<file path="config.mk">
export PLATFORM = sky130hd
export DESIGN_NAME = entrada_moedas
export DESIGN_NICKNAME = d
export VERILOG_FILES = /design/src/rtl/entrada_moedas.sv
export SDC_FILE = /design/constraint.sdc
export NUM_CORES = 1
export LEC_CHECK = 0
export ABC_AREA = 1
export ABC_CLOCK_PERIOD_IN_PS = 3000
export CAP_MARGIN = 40
export CORE_ASPECT_RATIO = 0.9
export CORE_MARGIN = 8
export CORE_UTILIZATION = 39
export CTS_CLUSTER_DIAMETER = 100
export DETAILED_ROUTE_END_ITERATION = 16
export GPL_ROUTABILITY_DRIVEN = 0
export GPL_TIMING_DRIVEN = 0
export PLACE_DENSITY = 0.55
export SYNTH_ARGS = -nofsm -noshare
export SYNTH_HDL_FRONTEND = slang
export SYNTH_SLANG_ARGS = --single-unit
</file>
<file path="constraint.sdc">
create_clock -name clk -period 3 [get_ports clk]
set_input_delay 0.6 -clock clk [delete_from_list [all_inputs] [get_ports clk]]
set_output_delay 0.6 -clock clk [all_outputs]
set_load 0.05 [all_outputs]
</file>
<file path="src/rtl/entrada_moedas.sv">
// entrada_moedas: synchronised, debounced coin-sensor front end with reject pulse and post-coin lockout
module entrada_moedas #(
  parameter int DEBOUNCE_CYCLES = 50000,
  parameter int LOCKOUT_CYCLES  = 250000
) (
  input  logic       clk,
  input  logic       reset,
  input  logic       sensor_a,
  input  logic       sensor_b,
  input  logic       inhibit,
  output logic [1:0] moeda,
  output logic       rejeitar,
  output logic       busy
);
  localparam int MAXC = DEBOUNCE_CYCLES > LOCKOUT_CYCLES ? DEBOUNCE_CYCLES : LOCKOUT_CYCLES;
  localparam int W = $clog2(MAXC + 1);
  localparam logic [W-1:0] DB_LAST = W'(DEBOUNCE_CYCLES - 1);
  localparam logic [W-1:0] LK_LAST = W'(LOCKOUT_CYCLES - 1);
  typedef enum logic [1:0] {IDLE, DEBOUNCE, WAIT_RELEASE, LOCKOUT} state_t;
  state_t         state_q, state_d;
  logic [1:0]     sync1_q, sync2_q, pat_q, pat_d, moeda_q, moeda_d;
  logic           rej_q, rej_d;
  logic [W-1:0]   cnt_q, cnt_d, cnt_inc;
  logic [1:0]     p;
  assign p        = sync2_q;
  assign cnt_inc  = &cnt_q ? cnt_q : cnt_q + W'(1);
  assign moeda    = moeda_q;
  assign rejeitar = rej_q;
  assign busy     = state_q != IDLE;
  always_comb begin
    state_d = state_q;
    pat_d   = pat_q;
    cnt_d   = cnt_q;
    moeda_d = 2'b00;
    rej_d   = 1'b0;
    case (state_q)
      IDLE: begin
        cnt_d = '0;
        if (p != 2'b00) begin
          state_d = DEBOUNCE;
          pat_d   = p;
        end
      end
      DEBOUNCE: begin
        if (p == 2'b00) begin
          state_d = IDLE;
          cnt_d   = '0;
        end else if (p != pat_q) begin
          // coin rolling between sensors: the last stable pattern wins
          pat_d = p;
          cnt_d = '0;
        end else if (cnt_q == DB_LAST) begin
          state_d = WAIT_RELEASE;
          cnt_d   = '0;
          moeda_d = inhibit ? 2'b00 : pat_q;
          rej_d   = inhibit;
        end else cnt_d = cnt_inc;
      end
      WAIT_RELEASE: begin
        if (p != 2'b00) cnt_d = '0;
        else if (cnt_q == DB_LAST) begin
          state_d = LOCKOUT;
          cnt_d   = '0;
        end else cnt_d = cnt_inc;
      end
      default: begin
        if (cnt_q == LK_LAST) begin
          state_d = IDLE;
          cnt_d   = '0;
        end else cnt_d = cnt_inc;
      end
    endcase
  end
  always_ff @(posedge clk or posedge reset) begin
    if (reset) begin
      sync1_q <= 2'b00;
      sync2_q <= 2'b00;
      state_q <= IDLE;
      pat_q   <= 2'b00;
      cnt_q   <= '0;
      moeda_q <= 2'b00;
      rej_q   <= 1'b0;
    end else begin
      sync1_q <= {sensor_b, sensor_a};
      sync2_q <= sync1_q;
      state_q <= state_d;
      pat_q   <= pat_d;
      cnt_q   <= cnt_d;
      moeda_q <= moeda_d;
      rej_q   <= rej_d;
    end
  end
endmodule

</file>
# Yosys cells after proc, flatten, opt, wreduce, memory -nomap -nowiden
# Index checks and enable logic that the tools add are counted.
# word_totals
register_bits,29
in_bits,5
elab_cells,57
output_inout_bits,4
# op_classes
addsub,1
n_reduce_logical,9
eq_ne,12
muxes,28
# op_table
cell,count
$mux 18,6
$pmux 18 s3,1
$mux 2,15
$add 18x1->18 const B,1
$eq 18x16->1 const B,1
$eq 18x18->1 const B,1
$reduce_and 18->1,1
$ne 2x2->1 const B,5
$ne 3x3->1 const B,2
$pmux 2 s3,1
$reduce_and 6->1,1
$reduce_bool 2->1,3
$logic_not 2->1,2
$mux 1,4
$pmux 2 s2,1
$reduce_and 4->1,1
$reduce_bool 4->1,1
$eq 2x1->1 const B,1
$eq 2x2->1 const B,1
$ne 2x2->1,1

# Depth between registers and ports, before layout
# logic_depth
depth_word,6
depth_mapped,10

# Worst setup path before layout
# No wires, ideal clock.
# synth_path
path_type,flip-flop to flip-flop
from,reg cnt_q[0]
to,reg cnt_q[1]
required_ns,2.881
setup_time_ns,0.119
setup_slack_ns,1.410
t_arrival_ns,1.472
stages_incl_launch_ff,10
period_less_slack_ns,1.590
path_cell_list,dfrtp_1 > ha_1 > nand3_2 > nor2_2 > nand2_2 > nor2_4 > nand3_4 > buf_6 > o21ai_1 > nor2_1
# synth_via
elab_chain_cells,6
elab_cells_between_ends,11
cone_classes,1 x add/sub; 2 x eq/ne; 7 x mux; 1 x reduce/logical
# synth_rtl
element,line,source
start: declaration,23,"logic [W-1:0] cnt_q, cnt_d, cnt_inc;"
start signal: assignment,88,cnt_q <= cnt_d;
$add 18x1->18 / $reduce_and 18->1 (equally long branches),26,assign cnt_inc = &cnt_q ? cnt_q : cnt_q + W'(1);
$mux 18,26,
$mux 18,"52, 61",
$mux 18,48,end else if (p != pat_q) begin
$mux 18,45,if (p == 2'b00) begin
$pmux 18 s3 (*),36,case (state_q)
via cnt_d[1],23,
# Mark *: on every way through the listed nets, which the timed path passes. The rest lies on a longest branch.
# A chain may end at the register's enable or synchronous reset.

# Worst setup path in the final report
# layout_path
from,reg state_q[0]
to,out busy
# layout_via
elab_chain_cells,1
# layout_rtl
element,line,source
start: declaration,20,"state_t state_q, state_d;"
start signal: assignment,86,state_q <= state_d;
$reduce_bool 2->1,29,assign busy = state_q != IDLE;
end: declaration,13,output logic busy
# Every way passes these cells.

==> impl_metrics.csv <==
group,metric,value,unit
cells_and_area,diodes,0,
yosys,postSynthRegisterBits,29,
global_route,antenna_found_initial,0,
clock_tree,cts_inserted_buffers,5,
place,dpl_cell_area,1900,um2
hold_path,hold_crit_path_type,"reg -> reg",
timing,final-max-slew-violation-count,0,
timing,setup_total_negative_slack,0,ns
critical_path,crit_end,"busy",
yosys,netlist-cell-type-count,26,
detailed_routing,totalWireLength,3750,um
global_route,gr-total-overflow,0,
place,portBuffers,8,
yosys,synth_area,1710,um2
critical_path,worstPathBufferInverterCount,2,
timing,timing.final.crit_share,0.764,
yosys,synth_fp_nets,247,
detailed_routing,wire_per_inst,11.7,um
clock_tree,cts.htree.levels,2,
cells_and_area,drive_gt1_frac,0.120,
global_route,pin_count_of_the_biggest_net_entering_global_routing,17,
global_route,globalRouteTotalUtil,0.121,
critical_path,cpPeakStageDelay,0.80,ns
run,number_of_maximum_capacitance_constraint_violations,0,
clock_tree,ctsLongestPathBuffers,2,
cells_and_area,nets,263,
critical_path,critical_path.reg2reg.endpoint,"cnt_q[1]",
critical_path,critPathRequiredTime,2.40,ns
timing,finalSetupViolCount,0,
critical_path,crit_path_top_delay_cell,"clkdlybuf4s50_1",
cells_and_area,syn2layout_area_growth,16.7,%
timing,headroom_to_the_max_slew_limit,0.592,
timing,layout_min_cycle_time,2.29,ns
floorplanning,die-area,6770,um2
critical_path,cp_num_cells,3,
detailed_routing,vias_per_cell,4.65,
detailed_routing,via_total_after_detailed_routing,1489,
clock_tree,cts_setup_buffers,0,
clock_tree,cts_tree,"done",
clock_tree,clkSinkCount,29,
critical_path,start_kind,"register",
critical_path,endpoint_kind,"output port",
floorplanning,fp-row-count,23,
yosys,postSynthAreaPerCell,7.11,um2
timing,hold_viol,0,
outcome,outcome,"finished, final reports clean",
detailed_routing,detailedRoute.firstIterationViolations,87,
critical_path,worstSetupPathType,"reg -> out",
floorplanning,die_height,78.9,um
critical_path,rr_startpoint,"cnt_q[0]",
critical_path,cp_top_family,"buffers and inverters",
cells_and_area,filler_cell_count,451,
floorplanning,fp.dieW,85.9,um
clock_tree,clkLatencyLatePin,0.29,ns
timing,worstMarginPinSlew,0.611,ns
floorplanning,initial_utilization,0.394,
cells_and_area,postLayoutCellArea,2000,um2
critical_path,setup.worst_path.start,"state_q[0]",
global_route,grt_pass1_wl,6420,um
yosys,yosysSeqAreaShare,0.424,
cells_and_area,final_common_cell,"nand2_1",
clock_tree,cts_hold_buffers,0,
timing,setup_repair_after_global_routing_missed_its_margin,"false",
clock_tree,clock_transition_at_the_registers_of_the_reported_paths,0.06,ns
yosys,synth.top_cells.by_area,"dfrtp_1, nand2_1, nor2_1",
yosys,yosysTopAreaCell,"dfrtp_1",
timing,worst_clock_skew,0.00801,ns
power_and_ir_drop,total_power_consumption_of_the_routed_design,0.00117,W
yosys,synth_warnings,0,
power_and_ir_drop,power.static_leakage,0.996,nW
power_and_ir_drop,power.density_cell_area,587,nW/um2
power_and_ir_drop,max-vdd-ir-drop,257,uV
critical_path,path_cells,"inv_1 > nand2_1 > clkdlybuf4s50_1",
critical_path,arrival,1.69,ns
place,hpwl,2880,um
yosys,synthCells,241,
cells_and_area,final_cell_mix,"nand2_1, nor2_1, inv_1",
yosys,post-synth-top-area-fraction,0.424,
detailed_routing,drtAntennaViolNets,0,
floorplanning,ios,9,
timing,timing.fmax,0.437,GHz
floorplanning,fp.coreArea,4350,um2
clock_tree,cts_root_buffer,"clkbuf_8",
critical_path,r2r_setup_slack,1.14,ns
critical_path,critical_path.max_fanout,6,
detailed_routing,drt_drc_violations_left,0,
clock_tree,cts-resized-gates,0,
global_route,grt_pass1_vias,1340,
detailed_routing,drt_pass1_iterations,4,
critical_path,ff2ff_path_depth,9,
==> sequential cells by signal, indices dropped and copies added, names as in the netlist <==
register / cells
moeda: 2
rejeitar: 1
pat_q: 2
sync1_q: 2
state_q: 2
cnt_q: 18
p: 2
==> stage by stage <==
step / hold slack, ns / utilization / worst slack (ns) / instances
floorplan: 0.331 / - / 1.41 / 241
global placement: 0.332 / 0.430 / 0.991 / 311
detailed placement: 0.342 / 0.437 / 1.01 / 312
CTS: 0.356 / 0.460 / 0.701 / 320
global route: 0.362 / 0.460 / 0.600 / 320
finish: 0.353 / 0.460 / 0.709 / 320
==> synth_stat cells (all sizes together) <==
| cell type | count |
|---|---|
| o21bai | 1 |
| dfrtp | 29 |
| nor3 | 10 |
| nor4 | 1 |
| nand3 | 23 |
| or2 | 4 |
| nor2 | 49 |
| ha | 1 |
| buf | 2 |
| a41oi | 1 |
| xnor2 | 1 |
| o21ai | 3 |
| nand2 | 73 |
| nand4 | 5 |
| inv | 31 |
| and3 | 3 |
| xor2 | 3 |
| a21oi | 1 |
==> cell type report <==
type / count / area [um2] / area share
repair buffers: 9 / 108 / 0.0538
clock buffers: 7 / 96.3 / 0.0482
clock inverters: 1 / 5.00 / 0.00250
multi-input cells: 179 / 848 / 0.424
flip-flops and latches: 29 / 726 / 0.363
inverters: 31 / 116 / 0.0582
plain buffers: 2 / 22.5 / 0.0113
well taps: 62 / 77.6 / 0.0388
==> logic make-up after synthesis <==
family | share of synthesized area
and+or+nand+nor | 0.446
AOI/OAI and AO/OA | 0.0212
DFF | 0.424
buffers and inverters | 0.0811
xor gates and xnor gates | 0.0205
adders and majority gates | 0.00730
==> power breakdown <==
group,leakage [nW],switching (W),total [W],internal [W]
logic,0.556,0.000215,0.000337,0.000122
registers,0.385,0.0000462,0.000477,0.000430
clock network,0.0542,0.000154,0.000361,0.000207
total,0.996,0.000415,0.00117,0.000759
==> worst min-delay path by stage <==
stage | from | end | cells after the start
final | sync1_q[1] | p[1] | 0
after global routing | sync1_q[1] | p[1] | 0
after CTS | sync1_q[0] | p[0] | 0
after detailed placement | sync1_q[0] | p[0] | 0
after global placement | sync1_q[1] | p[1] | 0
after floorplan | sync1_q[0] | p[0] | 0
==> layer usage <==
metal	wire, um	share of wire	track usage	up-vias
met3	141	0.038	0.0309	8
li1	-	-	-	789
met1	2040	0.54	0.167	667
met5	0	0	0	-
met2	1500	0.40	0.170	25
met4	65	0.017	0.0577	0
==> worst reg2reg max path: cells and delay by family (launching register included) <==
family	cells	cell delay, ns
fa+ha+maj	1	0.28
simple gates	6	0.76
buf+inv	1	0.18
flops	1	0.42
compound gates	1	0.12
Power figures use the tool's default switching activity.
==> edit: new RTL, same flow settings <==
Set the parameter `LOCKOUT_CYCLES` to 125000 (it was 250000).
--- a/src/rtl/entrada_moedas.sv
+++ b/src/rtl/entrada_moedas.sv
@@ -2,5 +2,5 @@
 module entrada_moedas #(
   parameter int DEBOUNCE_CYCLES = 50000,
-  parameter int LOCKOUT_CYCLES  = 250000
+  parameter int LOCKOUT_CYCLES  = 125000
 ) (
   input  logic       clk,
Check against the original RTL: same outputs for any inputs over 10 cycles, from zero or initial values and one cycle with reset high; that may be too few to reach the edited logic, so the function may still have changed.
==> edit against the unedited design <==
- total power increased by 2.2%
- sequential power decreased by 2%
- critical path depth unchanged
- first-iteration DRC count decreased by 32%
- highest routed layer unchanged
- setup slack improved by 1.4 ps
- cell area decreased by 3.6%
- sequential cell count decreased by 1
- area after synthesis decreased by 1.4%
- routed wire length decreased by 8.3%
- non-clock buffer count decreased by 1
- clock skew decreased by 5.4 ps
- global-route usage decreased by 0.47 points
==> edit: results (changes against the unedited design) <==
Critical path
  • R2R depth: 11 (+2)
  • CP max-delay cell: clkdlybuf4s50_1
  • R2r setup slk: 1420 ps (+280 ps)
  • Worst-path fanout max: 4 (-2)
  • Worst reg2reg endpoint: cnt_q[14]
  • Crit. Startpoint: state_q[1]

Timing
  • Final hold slack: 356 ps (+3.37 ps)
  • Max Clock Skew: 2.63 ps (-5.38 ps)
  • Tightest Pin Transition: 583 ps (-28.2 ps)
  • Slack of the critical path: 711 ps (+1.38 ps)

Power and ir drop
  • Sw frac: 36.1% (+0.75 points)
  • VDD IR max: 0.000271 V (+5.3%)
  • Static leakage: 0.932 nW (-6.4%)

Drt
  • Vias: 1325 (-11%)
  • Final WL: 3.44 mm (-8.3%)
  • Routed len/inst: 12.1 µm (+2.9%)
  • Initial drt markers: 59 (-32%)
  • Pre-Repair DR Iteration Count: 5 (+1)

Clock tree
  • Reg clk slew, reported paths: 90 ps (+30 ps)
  • CTS root buf: clkbuf_8
  • CTS Buf Count: 3 (-2)
  • Bufs on Longest Clock Path: 2 (unchanged)
  • Postcts setup bufs: 0 (unchanged)
  • Worst skew pair latency: between 200 and 300 ps
  • CTS H-Tree Depth: 1 (-1)

Global routing
  • Antenna violations before repair: 0 (unchanged)
  • Met2 Resource Use GR: 16.7% (-0.35 points)
  • First-pass GRT wire length: 6.11 mm (-4.9%)
  • GRT Util Overall: 11.6% (-0.47 points)
  • Met1 Usage GRT: 16.1% (-0.64 points)
  • Met3 usage: 3.02% (-0.075 points)

Synthesis
  • Sequential share of the synthesized area: 41.5% (-0.89 points)
  • Largest cells by area after synthesis: dfrtp_1, nand2_1, nor2_1
  • Top_reg_cell synth: dfrtp_1
  • Post-synth top cells: nand2_1, nor2_1, inv_1, dfrtp_1, nand3_1
  • Post-synth cell types: 25 (-3.8%)
  • Area fraction of the dominant cell type after synthesis: 41.5% (-0.89 points)
  • Average size of a mapped cell: 7.54 µm² (+6.1%)
  • Syn nets: 231 (-6.5%)

Placement
  • IO buf count: 8 (unchanged)
  • Placed Area: 1860 µm² (-2.2%)
  • Final HPWL DP: 2.74 mm (-4.8%)
  • Place WS: 1000 ps (-8.10 ps)
  • Inst Count DP: 281 (-9.9%)

Cells and area
  • Max FFs per register: 17 (-1)
  • Fin nets: 245 (-6.8%)
  • Fillers: 413 (-8.4%)
  • Layout cells sized above 1: 17.3% (+5.3 points)
  • # diodes: 0 (unchanged)

Run status
  • Status: finished clean

Min path
  • HP Class: register to register
  • Hold_sp: sync1_q[1]
## edit: changes by cell type after synthesis, sizes merged, moves of 2 or more
cell   delta
and3      -3
nor2      -7
or2       -4
nand3     -3
o21ai     +3
nand4     -3
nand2     -5
inv       +6
a21oi     +2
## edit: power by group through the flow
| stage | logic [mW] | registers, mW | clock network, mW |
|---|---|---|---|
| detailed placement | 0.441 | 0.477 | 0 |
| finish | 0.434 | 0.469 | 0.296 |
| floorplan | 0.355 | 0.467 | 0 |
| global route | 0.495 | 0.479 | 0.326 |
| CTS | 0.443 | 0.470 | 0.313 |
| global placement | 0.433 | 0.477 | 0 |
## edit: cell type report
| cell class | instances | area [µm²] | area share [%] |
|---|---|---|---|
| well taps | 48 | 60.1 | 3.11 |
| plain buffers | 1 | 20.0 | 1.04 |
| clock buffers | 3 | 41.3 | 2.14 |
| flip-flops and latches | 28 | 701 | 36.3 |
| clock inverters | 1 | 30.0 | 1.56 |
| multi-input cells | 158 | 830 | 43.0 |
| inverters | 37 | 139 | 7.20 |
| repair buffers | 9 | 108 | 5.58 |
## edit: metal layers
layer  part of all wire (%)  vias up
met2                     39       26
met4                    1.6        0
li1                       -      714
met3                    6.7        5
met5                      0        -
met1                     53      580
## edit: logic make-up (layout without fill, tap and decap cells)
logic type / count (synthesis) / count (layout) / synth area share (%)
flops: 28 / 28 / 41.5
fa+ha+maj: 2 / 2 / 1.48
compound gates: 10 / 10 / 3.56
xor+xnor: 5 / 5 / 2.59
buf+inv: 38 / 51 / 9.41
simple gates: 141 / 141 / 41.5
## edit: critical path, delay by kind of cell (launching register included)
kind                   cells  cell delay, ps
and+or+nand+nor            1              90
buffers and inverters      2             880
DFF                        1             440
